**config.mk**
```make
export PLATFORM = sky130hd
export DESIGN_NAME = ball_controller
export DESIGN_NICKNAME = d
export VERILOG_FILES = /design/src/rtl/ball_controller.sv
export SDC_FILE = /design/constraint.sdc
export NUM_CORES = 1
export LEC_CHECK = 0
export ABC_CLOCK_PERIOD_IN_PS = 6300
export BUFFER_PORTS_ARGS = -buffer_cell sky130_fd_sc_hd__buf_4
export CAP_MARGIN = 20
export CELL_PAD_IN_SITES_DETAIL_PLACEMENT = 2
export CELL_PAD_IN_SITES_GLOBAL_PLACEMENT = 2
export CORE_ASPECT_RATIO = 0.75
export CORE_MARGIN = 2
export CORE_UTILIZATION = 39
export CTS_BUF_LIST = sky130_fd_sc_hd__clkbuf_2
export CTS_CLUSTER_SIZE = 28
export DETAILED_ROUTE_END_ITERATION = 12
export PLACE_DENSITY = 0.93
export SYNTH_ARGS = -nofsm -noshare
export SYNTH_HDL_FRONTEND = slang
export SYNTH_SLANG_ARGS = --single-unit
```
**constraint.sdc**
```tcl
create_clock -name CLK -period 6.3 [get_ports CLK]
set_input_delay 0.315 -clock CLK [delete_from_list [all_inputs] [get_ports CLK]]
set_output_delay 0.315 -clock CLK [all_outputs]
set_load 0.005 [all_outputs]
```
**src/rtl/ball_controller.sv**
```systemverilog
`timescale 1ns/1ps
`default_nettype none
// ============================================================================
// Module   : ball_controller
// Brief    : Frame-rate ball and serve FSM for breakout. Define
//            BALL_AUTOSERVE_EN to enable the auto-serve timeout.
// Revision : 1.0  initial release
// ============================================================================
module ball_controller #(
    parameter int LEFT_INNER_X  = 8,
    parameter int RIGHT_INNER_X = 792,
    parameter int CEIL_INNER_Y  = 8,
    parameter int PADDLE_Y      = 560,
    parameter int PADDLE_LEN    = 64,
    parameter int BALL_SIZE     = 8,
    parameter int SPEED         = 2,
    parameter int LOST_Y        = 600,
    parameter int LOST_FRAMES   = 60,
    parameter int SERVE_FRAMES  = 120
) (
    input  logic       CLK,
    input  logic       RESET,
    input  logic       FRAME_DONE,
    input  logic [9:0] PADDLE_X_PIXEL,
    input  logic       LAUNCH,
    output logic [9:0] BALL_X_PIXEL,
    output logic [9:0] BALL_Y_PIXEL,
    output logic       BALL_LOST,
    output logic [1:0] STATE
);

    typedef enum logic [1:0] {
        ST_SERVE = 2'd0,
        ST_PLAY  = 2'd1,
        ST_LOST  = 2'd2
    } state_t;

    localparam int c_cnt_max = (LOST_FRAMES > SERVE_FRAMES) ? LOST_FRAMES : SERVE_FRAMES;
    localparam int c_cnt_w   = $clog2(c_cnt_max + 1);

    localparam logic [10:0] c_left       = 11'(LEFT_INNER_X);
    localparam logic [10:0] c_right      = 11'(RIGHT_INNER_X);
    localparam logic [10:0] c_ceil       = 11'(CEIL_INNER_Y);
    localparam logic [10:0] c_paddle_y   = 11'(PADDLE_Y);
    localparam logic [10:0] c_paddle_len = 11'(PADDLE_LEN);
    localparam logic [10:0] c_ball       = 11'(BALL_SIZE);
    localparam logic [10:0] c_speed      = 11'(SPEED);
    localparam logic [10:0] c_lost_y     = 11'(LOST_Y);
    localparam logic [9:0]  c_right_stop = 10'(RIGHT_INNER_X - BALL_SIZE);
    localparam logic [9:0]  c_serve_off  = 10'(PADDLE_LEN / 2 - BALL_SIZE / 2);
    localparam logic [9:0]  c_serve_y    = 10'(PADDLE_Y - BALL_SIZE);
    localparam logic [9:0]  c_rst_x      = 10'((LEFT_INNER_X + RIGHT_INNER_X - BALL_SIZE) / 2);
    localparam logic [c_cnt_w-1:0] c_lost_last = c_cnt_w'(LOST_FRAMES - 1);

    state_t             state_q, state_d;
    logic [9:0]         x_q, x_d, y_q, y_d;
    logic               dx_q, dx_d, dy_q, dy_d;
    logic               lost_q, lost_d;
    logic               armed_q, armed_d;
    logic [c_cnt_w-1:0] cnt_q, cnt_d;

    logic        w_tick, w_go, w_paddle_hit;
    logic [10:0] w_x, w_y, w_px;
    logic [10:0] w_x_dec, w_x_inc, w_x_inc_far;
    logic [10:0] w_y_dec, w_y_inc, w_y_bot, w_y_bot_inc;
    logic [9:0]  w_serve_x, w_play_x, w_play_y;
    logic        w_play_dx, w_play_dy, w_play_lost;

    // armed_q stays low for the first edge after reset release, so a frame
    // pulse landing on that edge cannot move the ball.
    assign w_tick = FRAME_DONE & armed_q;

    assign w_x         = {1'b0, x_q};
    assign w_y         = {1'b0, y_q};
    assign w_px        = {1'b0, PADDLE_X_PIXEL};
    assign w_serve_x   = PADDLE_X_PIXEL + c_serve_off;
    assign w_x_dec     = w_x - c_speed;
    assign w_x_inc     = w_x + c_speed;
    assign w_x_inc_far = w_x_inc + c_ball;
    assign w_y_dec     = w_y - c_speed;
    assign w_y_inc     = w_y + c_speed;
    assign w_y_bot     = w_y + c_ball;
    assign w_y_bot_inc = w_y_bot + c_speed;

    assign w_paddle_hit = (w_y_bot <= c_paddle_y) && (w_y_bot_inc > c_paddle_y) &&
                          (w_x + c_ball > w_px) && (w_x < w_px + c_paddle_len);

`ifdef BALL_AUTOSERVE_EN
    localparam logic [c_cnt_w-1:0] c_serve_last = c_cnt_w'(SERVE_FRAMES - 1);
    assign w_go = LAUNCH | (cnt_q == c_serve_last);
`else
    assign w_go = LAUNCH;
`endif

    // One PLAY step; both axes resolve independently so corners reflect twice.
    always_comb begin
        w_play_x    = x_q;
        w_play_dx   = dx_q;
        w_play_y    = y_q;
        w_play_dy   = dy_q;
        w_play_lost = 1'b0;
        if (dx_q) begin
            if (w_x_inc_far > c_right) begin
                w_play_x  = c_right_stop;
                w_play_dx = 1'b0;
            end else begin
                w_play_x = w_x_inc[9:0];
            end
        end else begin
            if (w_x_dec < c_left) begin
                w_play_x  = c_left[9:0];
                w_play_dx = 1'b1;
            end else begin
                w_play_x = w_x_dec[9:0];
            end
        end
        if (!dy_q) begin
            if (w_y_dec < c_ceil) begin
                w_play_y  = c_ceil[9:0];
                w_play_dy = 1'b1;
            end else begin
                w_play_y = w_y_dec[9:0];
            end
        end else if (w_paddle_hit) begin
            w_play_y  = c_serve_y;
            w_play_dy = 1'b0;
        end else if (w_y_inc >= c_lost_y) begin
            w_play_lost = 1'b1;
            w_play_x    = x_q;
            w_play_dx   = dx_q;
            w_play_y    = c_lost_y[9:0];
        end else begin
            w_play_y = w_y_inc[9:0];
        end
    end

    always_comb begin
        state_d = state_q;
        x_d     = x_q;
        y_d     = y_q;
        dx_d    = dx_q;
        dy_d    = dy_q;
        cnt_d   = cnt_q;
        lost_d  = 1'b0;
        armed_d = 1'b1;
        if (w_tick) begin
            case (state_q)
                ST_SERVE: begin
                    x_d = w_serve_x;
                    y_d = c_serve_y;
                    if (w_go) begin
                        state_d = ST_PLAY;
                        dx_d    = 1'b1;
                        dy_d    = 1'b0;
                        cnt_d   = '0;
                    end
`ifdef BALL_AUTOSERVE_EN
                    else begin
                        cnt_d = cnt_q + c_cnt_w'(1);
                    end
`endif
                end
                ST_PLAY: begin
                    x_d  = w_play_x;
                    y_d  = w_play_y;
                    dx_d = w_play_dx;
                    dy_d = w_play_dy;
                    if (w_play_lost) begin
                        state_d = ST_LOST;
                        lost_d  = 1'b1;
                        cnt_d   = '0;
                    end
                end
                ST_LOST: begin
                    if (cnt_q == c_lost_last) begin
                        state_d = ST_SERVE;
                        cnt_d   = '0;
                        x_d     = w_serve_x;
                        y_d     = c_serve_y;
                    end else begin
                        cnt_d = cnt_q + c_cnt_w'(1);
                    end
                end
                default: begin
                    state_d = ST_SERVE;
                    cnt_d   = '0;
                end
            endcase
        end
    end

    always_ff @(posedge CLK or posedge RESET) begin
        if (RESET) begin
            state_q <= ST_SERVE;
            x_q     <= c_rst_x;
            y_q     <= c_serve_y;
            dx_q    <= 1'b1;
            dy_q    <= 1'b0;
            lost_q  <= 1'b0;
            armed_q <= 1'b0;
            cnt_q   <= '0;
        end else begin
            state_q <= state_d;
            x_q     <= x_d;
            y_q     <= y_d;
            dx_q    <= dx_d;
            dy_q    <= dy_d;
            lost_q  <= lost_d;
            armed_q <= armed_d;
            cnt_q   <= cnt_d;
        end
    end

    assign BALL_X_PIXEL = x_q;
    assign BALL_Y_PIXEL = y_q;
    assign BALL_LOST    = lost_q;
    assign STATE        = state_q;

endmodule
`default_nettype wire

```
### After elaboration in Yosys (flattened, before gate mapping)

Index checks and enable logic that the tools add are counted.

| operators by class | value |
|---|---|
| add/sub/neg operators | 11 |
| $mul | 0 |
| div/mod/pow operators | 0 |
| magnitude comparators | 8 |
| eq/ne operators | 7 |
| shift operators | 0 |
| multiplexer cells | 41 |
| bitwise operators | 1 |
| reductions and logical operators | 12 |

Operators with widths:

| cell | number |
|---|---|
| two-way mux 10 bit | 12 |
| one-hot mux 10 bit (3 select lines) | 2 |
| adder 10 x 2 -> 11 bit (second input constant) | 2 |
| adder 10 x 4 -> 11 bit (second input constant) | 2 |
| > comparator 11 x 10 -> 1 bit (second input constant) | 2 |
| < comparator 11 x 4 -> 1 bit (second input constant) | 2 |
| subtractor 10 x 2 -> 11 bit (second input constant) | 2 |
| two-way mux 7 bit | 3 |
| one-hot mux 7 bit (3 select lines) | 1 |
| two-way mux 1 bit | 17 |
| AND reduction 4 bit | 3 |
| adder 10 x 7 -> 11 bit (second input constant) | 1 |
| adder 11 x 2 -> 11 bit (second input constant) | 1 |
| adder 11 x 4 -> 11 bit (second input constant) | 1 |
| greater-or-equal comparator 11 x 10 -> 1 bit (second input constant) | 1 |
| > comparator 11 x 10 -> 1 bit | 1 |
| <= comparator 11 x 10 -> 1 bit (second input constant) | 1 |
| < comparator 10 x 11 -> 1 bit | 1 |
| adder 10 x 5 -> 10 bit (second input constant) | 1 |
| AND reduction 3 bit | 3 |
| adder 7 x 1 -> 7 bit (second input constant) | 1 |
| equality test 7 x 6 -> 1 bit (second input constant) | 1 |
| two-way mux 2 bit | 3 |
| inequality test 2 bit (second input constant) | 3 |
| 10 further kinds | 13 |

| word-level totals | value |
|---|---|
| register bits after elaboration | 33 |
| latch bits | 0 |
| RAM bits | 0 |
| ROM bits | 0 |
| input port bits | 14 |
| output and inout port bits | 23 |
| logic and storage cells | 88 |
| memories | 0 |

### Logic depth before layout (Yosys ltp)

| logic depth | value |
|---|---|
| depth after elaboration | 11 |
| depth in mapped cells | 15 |
| depth with buffers taken out | 13 |

### Least setup slack after synthesis

Ideal clock, no wire load.

| timing | value |
|---|---|
| path type | reg2reg |
| start point | register x_q[7], in the netlist BALL_X_PIXEL[7] |
| end point | register dx_q |
| library setup time | 0.082 ns |
| data arrival time | 3.108 ns |
| required time | 6.218 ns |
| setup slack | 3.110 ns |
| cell stages (with the launch flop) | 15 |
| path buffers | 1 |
| period minus slack after synthesis | 3.190 ns |
| path through | dfstp_2 > buf_2 > nand3_1 > nor2_1 > nand2_1 > xnor2_1 > ha_1 > a211oi_1 > nand2_1 > o311ai_0 > a2bb2oi_1 > a21oi_4 > nand2b_2 > o211ai_2 > mux2_2 |

| between the ends | value |
|---|---|
| longest elaborated chain between the ends | 9 |
| elaborated cells between the ends (all ways) | 19 |
| those cells by class | add/sub: 4; order compare: 4; eq/ne: 1; mux: 7; reduce/logical: 3 |

Ends and longest elaborated chain:

| item | line | source |
|---|---|---|
| start: declaration | 56 | `logic [9:0] x_q, x_d, y_q, y_d;` |
| start signal: assignment | 195 | `x_q <= c_rst_x;` |
| adder 10 x 2 -> 11 bit | 78 | `assign w_x_inc = w_x + c_speed;` |
| adder 11 x 4 -> 11 bit | 79 | `assign w_x_inc_far = w_x_inc + c_ball;` |
| > comparator 11 x 10 -> 1 bit | 103 | `if (w_x_inc_far > c_right) begin` |
| two-way mux 1 bit | 103 |  |
| two-way mux 1 bit | 102 | `if (dx_q) begin` |
| two-way mux 1 bit | 127 | `end else if (w_y_inc >= c_lost_y) begin` |
| two-way mux 1 bit | 124 | `end else if (w_paddle_hit) begin` |
| two-way mux 1 bit | 117 | `if (!dy_q) begin` |
| one-hot mux 1 bit (2 select lines) | 147 | `case (state_q)` |
| end signal: assignment | 197 | `dx_q <= 1'b1;` |
| end signal: assignment | 206 | `dx_q <= dx_d;` |
| end: declaration | 57 | `logic dx_q, dx_d, dy_q, dy_d;` |

Parallel ways exist; a longest one is shown, timed or not. The select of a mux whose other input is x is not followed.
A chain may end at the register's enable or synchronous reset.

### Worst setup path after layout

| timing | value |
|---|---|
| start point | register x_q[5], in the netlist BALL_X_PIXEL[5] |
| end point | register x_q[5], in the netlist BALL_X_PIXEL[5] |

| between the ends | value |
|---|---|
| longest elaborated chain between the ends | 9 |
| elaborated cells between the ends (all ways) | 19 |
| those cells by class | add/sub: 4; order compare: 4; eq/ne: 1; mux: 7; reduce/logical: 3 |

Ends and longest elaborated chain:

| item | line |
|---|---|
| adder 10 x 2 -> 11 bit | 78 |
| adder 11 x 4 -> 11 bit | 79 |
| > comparator 11 x 10 -> 1 bit | 103 |
| two-way mux 10 bit | 103 |
| two-way mux 10 bit | 102 |
| two-way mux 10 bit | 127 |
| two-way mux 10 bit | 124 |
| two-way mux 10 bit | 117 |
| one-hot mux 10 bit (3 select lines) | 147 |

Parallel ways exist; a longest one is shown, timed or not. The select of a mux whose other input is x is not followed.

==> qor.csv <==
metric,value,unit
hold_sp,PADDLE_X_PIXEL[0],
"Async S/R FF share, synth",1.000,
Iter 0 DRT Violations,324,
most common cell in the synthesized netlist,nand2_1,
post-DR wirelength/cell,23.86,um
Tot Pwr,2.005,mW
Hold WS,138.9,ps
Worst-Margin Slew,1006,ps
final core occ,0.4444,
post-DP HPWL,10840,um
core box area,9046,um2
clk_lat worst skew,400,ps
Worst Setup Path Type,reg2reg,
Post-Syn Nets,522,
CP bufs+invs,0,
Die Wd,115.5,um
Critical Path Start Type,flop,
Clock Path Buffers,2,
Initial Util,0.4022,
FP Rows,30,
Final Instance Count excl. Fillers,623,
Slew HR,0.3280,
"Cell Area, Synth",3638,um2
WP data arrival,4660,ps
DR vias,3940,
Synth Register Bits,32,
root buf cell,clkbuf_2,
fillcell total,1082,
Post-CTS Resized,0,
nets,539,
Total Routed Length,14860,um
Post-synth EDFFs,0,
crit path from,BALL_X_PIXEL[5],
fin. max-slew vios,0,
gpl congestion,0.9034,
Layout area overhead,10.49,%
Die Y,87.65,um
RSZ-0062 raised after global routing,false,
CTS buffer count,5,
outcome,"complete, no violations",
largest net degree at the start of global routing,33,
number of global-route vias before repair,4317,
CP peak stage delay,950,ps
Sink Count,32,
worst min path class,in2reg,
gr usage total,0.3047,
# port buffers,35,
Required @ worst endpoint,6630,ps
total number of yosys warnings,0,
Final Hold Viols,0,
cell taking the most area after synthesis,dfrtp_1,
critical path endpoint category,flop,
Netlist cell types,73,
clock skew,15.82,ps
fin crit share,0.6881,
CP Max Fanout,22,
final setup violation count,0,
"CTS clk-pin slew, worst paths",220,ps
commonest register cell after synthesis,dfrtp_1,
Mean Syn Cell Area,7.628,um2
max-cap violations,0,
Top Family by Delay on Critical Path,compound AO/OA/AOI/OAI gates,
pwr dens,498.8,nW/um2
DR pass1 iterations,6,
register area share after synthesis,0.2228,
critical path's slowest cell,dfrtp_1,
share of cells above drive strength 1,0.1455,
first-pass GRT wire length,23850,um
die area,10130,um2
Cells after Synth,477,
n_diodes,0,
Post-route DRC,0,
Post-synth top cells,"nand2_1, inv_1, nor2_1",
Max Fclk,230.7,MHz
crit path time final,4335,ps
H-tree depth,2,
CTS tree,built,
VDD IR max,0.1786,mV
TNS Setup,0,ps
R2R Path Start,BALL_X_PIXEL[5],
GRT overflow,0,
LEAKAGE,1.663,nW
initial antenna violation count,0,
worst-path cell chain,nand3_1 > nor2_1 > nand2_1 > xnor2_1 > ha_1 > a211oi_1 > nand2_1 > o311ai_0 > a2bb2oi_1 > a21oi_4 > a21o_1 > a211oi_1 > nor3_1,
dpl cells,614,
ANT nets after route,0,
vias per std cell,6.324,
# IOs,37,
Yosys top cell area share,0.1651,
leading post-synthesis cells by cell area,"dfrtp_1, ha_1, xnor2_1",
==> cells by family (layout without fill, tap and decap cells) <==
group | Yosys count | after routing | synth area share
buffers and inverters | 65 | 83 | 0.07496
adders and majority gates | 31 | 31 | 0.1066
AOI/OAI and AO/OA | 141 | 141 | 0.2655
muxes | 5 | 5 | 0.01444
and+or+nand+nor | 166 | 166 | 0.2273
DFF | 32 | 32 | 0.2228
other | 2 | 2 | 0.002064
xor gates and xnor gates | 35 | 35 | 0.08631
==> report_power, final <==
group	total, mW	internal [mW]	switching (mW)
logic	1.30	0.516	0.780
clock network	0.155	0.0662	0.0888
registers	0.554	0.296	0.259
total	2.01	0.878	1.13
==> worst min-delay path, delay by kind of cell <==
kind	cells	cell delay [ps]
buffers and inverters	1	90
AO/OA/AOI/OAI	1	70
AND/OR/NAND/NOR	1	50
==> cell type report <==
cell class | instances | area (um2) | area share
multi-input cells | 380 | 2555 | 0.6355
flip-flops and latches | 32 | 810.8 | 0.2017
repair buffers | 38 | 287.8 | 0.07158
well taps | 128 | 160.2 | 0.03984
inverters | 37 | 138.9 | 0.03455
clock inverters | 3 | 42.54 | 0.01058
clock buffers | 5 | 25.02 | 0.006225
==> timing repair <==
| item | 4_1_cts | 5_1_grt |
|---|---|---|
| hold buffers | 0 | 1 |
| setup buffers | 0 | 0 |
| endpoints found under the hold margin | 0 | 12 |
==> layer usage <==
metal  GRT usage  vias up  part of all wire
li1            -     1753                 -
met1      0.4151     2001              0.44
met2      0.5008      155              0.47
met3     0.04983       31             0.066
met4     0.08762        0             0.020
met5           0        -                 0
==> path summary, 6_finish.rpt <==
kind | end | slack (ps) | depth (start not counted)
worst min-delay path | BALL_X_PIXEL[0] | 140 | 3
worst max-delay path | BALL_X_PIXEL[5] | 1970 | 13
max in group asynchronous | BALL_Y_PIXEL[9] | 5400 | 4
worst max register to register | BALL_X_PIXEL[5] | 1970 | 13
min in group asynchronous | BALL_X_PIXEL[0] | 540 | 4
worst min register to register | cnt_q[0] | 540 | 1
==> metrics by stage <==
step | area, um2 | setup WS [ps]
after detailed placement | 3943 | 2165
after CTS | 4010 | 2093
after global placement | 3943 | 2451
final | 4020 | 1965
after global routing | 4020 | 1705
after floorplan | 3638 | 3110
==> sequential cells by signal, indices dropped and copies added, names as in the netlist <==
register,cells
dx_q,1
armed_q,1
BALL_LOST,1
STATE,2
dy_q,1
BALL_X_PIXEL,10
cnt_q,7
BALL_Y_PIXEL,9
==> cells in the final DEF, fill, tap and decap left out, types with 5 or more instances in the layout <==
cell type  netlist  routed
dfstp_2          8       8
o22ai_1          5       5
a211oi_1         6       6
o21ai_1          5       5
xnor2_1         29      29
ha_1            31      31
dfrtp_1         24      24
xor2_1           5       5
nand3_1         22      22
clkbuf_2         0       5
nor2_1          35      35
buf_4            3      37
nand4_1          8       8
a21oi_1         25      25
or3_1            9       9
nand2_1         44      44
a31oi_1         12      12
inv_1           37      37
nand2b_1         9       9
o211ai_1         6       6
o21ai_0         33      33
nor3_1          14      14
Note: power is estimated with default switching activity, not from simulation.
